[src/rtl/results_uart_streamer.sv]
// rtl/results_uart_streamer.sv - streams predicted digit and class scores from the result RAMs to uart_tx
module results_uart_streamer #(
  parameter int         NUM_SCORES      = 10,
  parameter int         BYTES_PER_SCORE = 4,
  parameter int         SEND_HEADER     = 1,
  parameter logic [7:0] HEADER_BYTE     = 8'hAA
) (
  input  logic       clk,
  input  logic       rst_n,
  input  logic       start,
  output logic       digit_rd_addr,
  input  logic [7:0] digit_rd_data,
  output logic [5:0] score_rd_addr,
  input  logic [7:0] score_rd_data,
  output logic [7:0] tx_data,
  output logic       tx_start,
  input  logic       tx_busy,
  output logic       busy,
  output logic       done
);

  localparam int         FRAME_LEN  = SEND_HEADER + 1 + NUM_SCORES * BYTES_PER_SCORE;
  localparam logic [5:0] LAST_IDX   = 6'(FRAME_LEN - 1);
  localparam logic [5:0] DIGIT_IDX  = 6'(SEND_HEADER);
  localparam logic [5:0] SCORE_BASE = 6'(SEND_HEADER + 1);
  localparam bit         HAS_HEADER = (SEND_HEADER != 0);

  typedef enum logic [2:0] {
    IDLE, FETCH, RAMWAIT, LOAD, SEND, WAIT_HI, WAIT_LO, DONE
  } state_t;

  state_t     state, state_nxt;
  logic [5:0] idx;
  logic       is_header;
  logic       in_frame;

  assign is_header     = HAS_HEADER && (idx == 6'd0);
  assign in_frame      = (state != IDLE) && (state != DONE);
  assign digit_rd_addr = 1'b0;

  always_ff @(posedge clk or negedge rst_n) begin
    if (!rst_n) state <= IDLE;
    else        state <= state_nxt;
  end

  always_comb begin
    state_nxt = state;
    case (state)
      IDLE:    if (start) state_nxt = FETCH;
      // the header is a constant, so it skips the RAM read latency
      FETCH:   state_nxt = is_header ? LOAD : RAMWAIT;
      RAMWAIT: state_nxt = LOAD;
      LOAD:    state_nxt = SEND;
      SEND:    if (!tx_busy) state_nxt = WAIT_HI;
      WAIT_HI: if (tx_busy) state_nxt = WAIT_LO;
      WAIT_LO: if (!tx_busy) state_nxt = (idx == LAST_IDX) ? DONE : FETCH;
      DONE:    state_nxt = IDLE;
      default: state_nxt = IDLE;
    endcase
  end

  always_ff @(posedge clk or negedge rst_n) begin
    if (!rst_n) begin
      idx     <= 6'd0;
      tx_data <= 8'd0;
    end else begin
      if (state == IDLE && start)
        idx <= 6'd0;
      else if (state == WAIT_LO && !tx_busy && idx != LAST_IDX)
        idx <= idx + 6'd1;
      if (state == LOAD) begin
        if (is_header)              tx_data <= HEADER_BYTE;
        else if (idx == DIGIT_IDX)  tx_data <= digit_rd_data;
        else                        tx_data <= score_rd_data;
      end
    end
  end

  // score address stays put for the whole byte so the RAM output is stable at LOAD
  always_comb begin
    tx_start      = (state == SEND) && !tx_busy;
    busy          = in_frame;
    done          = (state == DONE);
    score_rd_addr = 6'd0;
    if (in_frame && idx >= SCORE_BASE)
      score_rd_addr = idx - SCORE_BASE;
  end

endmodule

[config.mk]
export PLATFORM = sky130hd
export DESIGN_NAME = results_uart_streamer
export DESIGN_NICKNAME = d
export VERILOG_FILES = /design/src/rtl/results_uart_streamer.sv
export SDC_FILE = /design/constraint.sdc
export NUM_CORES = 1
export LEC_CHECK = 0
export ABC_AREA = 0
export CAP_MARGIN = 20
export CORE_UTILIZATION = 50
export CTS_BUF_LIST = sky130_fd_sc_hd__clkbuf_4 sky130_fd_sc_hd__clkbuf_8
export CTS_CLUSTER_SIZE = 40
export DETAILED_ROUTE_END_ITERATION = 12
export MAX_ROUTING_LAYER = met4
export PLACE_DENSITY = 0.85
export SYNTH_ARGS = -nofsm -noshare
export SYNTH_HDL_FRONTEND = slang
export SYNTH_SLANG_ARGS = --single-unit
[constraint.sdc]
create_clock -name clk -period 4.74 [get_ports clk]
set_clock_uncertainty 0.1 [all_clocks]
set_input_delay 0.948 -clock clk [delete_from_list [all_inputs] [get_ports clk]]
set_output_delay 0.948 -clock clk [all_outputs]
set_load 0.05 [all_outputs]
==> results.md <==
* Status: finished clean
* Cell area after synthesis at 1110 µm²
* Cell with the most instances on the worst path: clkdlybuf4s50_1
* Power Dens Cells at 742 nW/µm²
* Area share of the largest cell type after synthesis at 38.2%
* Top area cells in the synthesized netlist: dfrtp_1, mux2i_1, ha_1, nor2_1, nand2_1
* HPWL after DPL at 1900 µm
* Relative slew slack at 47.8%
* Setup Buffers After CTS at 0
* Biggest area consumer among synthesized cells: dfrtp_1
* Actual slew at the worst max-slew pin at 0.781 ns
* Global-route wire length before repair at 4300 µm
* Total Routed Length at 2510 µm
* Ys Warns at 0
* Filler cells at 172
* Count of boundary I/O pins at 38
* Global placement routability congestion at 0.847
* Final number of setup-violating endpoints at 0
* Share of the yosys chip area belonging to registers at 38.2%
* Critical setup path kind: in -> out
* Overflow left after global routing at 0
* Critical path's slowest cell: clkdlybuf4s50_1
* Synth-to-layout area growth at 34.8%
* Pin count of the biggest net entering global routing at 18
* Clock transition at the registers of the reported paths at 0.10 ns
* Chip Height at 49.2 µm
* Share of layout cells above drive strength 1 at 8.00%
* CP Data Arrival Time at 2.63 ns
* Worst VDD drop at 0.513 mV
* Required @ worst endpoint at 3.69 ns
* Number of detailed-route iterations in the first pass at 4
* Syn nets at 141
* Path category of the worst min-delay check: reg -> reg
* Number of buffers added to fix hold violations after cts at 0
* Level count of the clock H-tree at 1
* Tmin final at 3.68 ns
* Wire per inst at 14.2 µm
* F_max at 0.272 GHz
* Unrepaired setup endpoints after global routing: false
* Number of global-route vias before repair at 953
* Count of cells resized by post-cts repair at 0
* Number of port buffers at 36
* Crit. End Element: primary output
* Post-detailed-route DRC marker count at 0
* Number of violations reported at the end of detailed-routing iteration 0 at 11
* Cell Rows at 16
* Master cell of the clock root buffer: clkbuf_4
* Crit path launch type: primary input
* TritonCTS buffer count at 3
* DR vias/cell at 5.43
* Vias post-DR at 961
* Final hold viol count at 0
* Area of the multi-input gates at 631 µm²
* Clock tree buffer depth at 2
* Number of synthesized register bits at 17
* Max-slew violation total from the final report at 0
* Clock insertion delay at the later pin of the skew report at 0.29 ns
* EDFF count, synth at 0
* Async SR Flop Fraction at 100%
* Top delay family on crit path: buffers and inverters
* Total power of the final layout at 1.11 mW
* X dimension of the die at 49.2 µm
* LEAKAGE at 0.704 nW
* Overall global routing resource usage at 24.0%
* Area of the core at 2020 µm²
* Antenna violations before repair at 0
* Total negative slack at 0 ns
* Overall die area at 2420 µm²
* Flip-flop and latch area at 425 µm²
* Count of antenna diodes in the layout at 0
* Starting utilization of the core area at 55.0%
* CTS tree: built
* Highest cell delay on the worst timing path at 0.83 ns
* Mean Syn Cell Area at 9.67 µm²
* Number of sinks on the clock net at 17
* Buf/Inv on CP at 2
* Cells along the critical path: clkdlybuf4s50_1 > nand2b_1 > nor3_1 > clkdlybuf4s50_1
* Number of instances in the synthesized netlist at 115
* Post-route fraction of the period consumed by the critical path at 77.6%
* Biggest fanout along the worst timing path at 5
* Number of different library cells in the post-synthesis netlist at 37
* Most used flip-flop cell after synthesis: dfrtp_1
* Max-cap violations at 0
* Nets at 177
* Antenna viol nets, final at 0
-- flip-flops by register name, summed over array words and instances, names as in the netlist --
| name | cells |
|---|---|
| idx | 6 |
| state | 3 |
| tx_data | 8 |
-- cells by family after synthesis --
group / share of synthesized area (%)
simple gates: 23.2
compound gates: 13.5
flops: 38.2
mux: 9.00
buf+inv: 5.06
fa+ha+maj: 6.75
xor+xnor: 3.94
other cells: 0.337
-- worst paths after layout --
path / start / to / slack [ns] / cells past startpoint
max in group asynchronous: rst_n / idx[3] / 3.05 / 1
max reg2reg: idx[1] / idx[0] / 2.76 / 6
min reg2reg: tx_data[6] / tx_data[6] / 0.39 / 2
min in group asynchronous: rst_n / idx[0] / 1.01 / 1
max: tx_busy / tx_start / 1.06 / 4
min: tx_data[6] / tx_data[6] / 0.39 / 2
-- cells in the final DEF (no fill, tap or decap), types with 2 or more instances in the layout --
cell type        Yosys  final
a21oi_1              5      5
and4b_1              2      2
clkbuf_4             0      4
clkdlybuf4s50_1      0     36
dfrtp_1             17     17
ha_1                 6      6
inv_1                5      5
mux2i_1             10     10
nand2_1             11     11
nand2b_1             2      2
nand3_1              3      3
nand4_1              2      2
nor2_1              16     16
nor3_1               3      3
o21ai_1              4      4
xnor2_1              2      2
xor2_1               3      3
-- cell type report --
| type | instances | share of cell area (%) |
|---|---|---|
| clock buffers | 4 | 2.00 |
| repair buffers | 36 | 24.0 |
| well taps | 27 | 2.25 |
| multi-input cells | 88 | 42.1 |
| flip-flops and latches | 17 | 28.4 |
| inverters | 5 | 1.25 |
-- metrics by stage --
stage | std cells | setup slack (ns) | cell area, µm² | hold slack (ns) | utilization [%]
2_1_floorplan | 115 | 0.981 | 1110 | 0.422 | -
3_3_place_gp | 173 | 1.08 | 1470 | 0.371 | 72.6
3_5_place_dp | 173 | 1.07 | 1470 | 0.377 | 72.6
4_1_cts | 177 | 1.06 | 1500 | 0.400 | 74.1
5_1_grt | 177 | 0.982 | 1500 | 0.436 | 74.1
6_report | 177 | 1.06 | 1500 | 0.393 | 74.1
-- routing by layer --
| metal | vias up | routed length, µm | part of all wire (%) | track usage, % |
|---|---|---|---|---|
| met1 | 465 | 1060 | 42 | 28.3 |
| met2 | 25 | 1340 | 53 | 41.6 |
| li1 | 467 | - | - | - |
| met5 | - | 0 | 0 | - |
| met3 | 4 | 72 | 2.9 | 3.12 |
| met4 | 0 | 34 | 1.4 | 8.33 |
-- synthesized netlist by cell type (2+ instances only) --
| cell | number |
|---|---|
| dfrtp_1 | 17 |
| nor2_1 | 16 |
| nand2_1 | 11 |
| mux2i_1 | 10 |
| ha_1 | 6 |
| a21oi_1 | 5 |
| inv_1 | 5 |
| o21ai_1 | 4 |
| nand3_1 | 3 |
| nor3_1 | 3 |
| xor2_1 | 3 |
| and4b_1 | 2 |
| buf_6 | 2 |
| clkbuf_1 | 2 |
| nand2b_1 | 2 |
| nand4_1 | 2 |
| xnor2_1 | 2 |
-- tightest hold or removal path, stage by stage (launching register included) --
cell and delay, ns:
dfrtp_1 0.35, nand2_1 0.05, o21ai_1 0.06
-- where the power goes --
| part | leakage [nW] | internal, mW | switching [mW] |
|---|---|---|---|
| registers | 0.211 | 0.195 | 0.0660 |
| clock network | 0.0184 | 0.0384 | 0.0463 |
| logic | 0.475 | 0.284 | 0.483 |
Note: power is estimated with default switching activity, not from simulation.
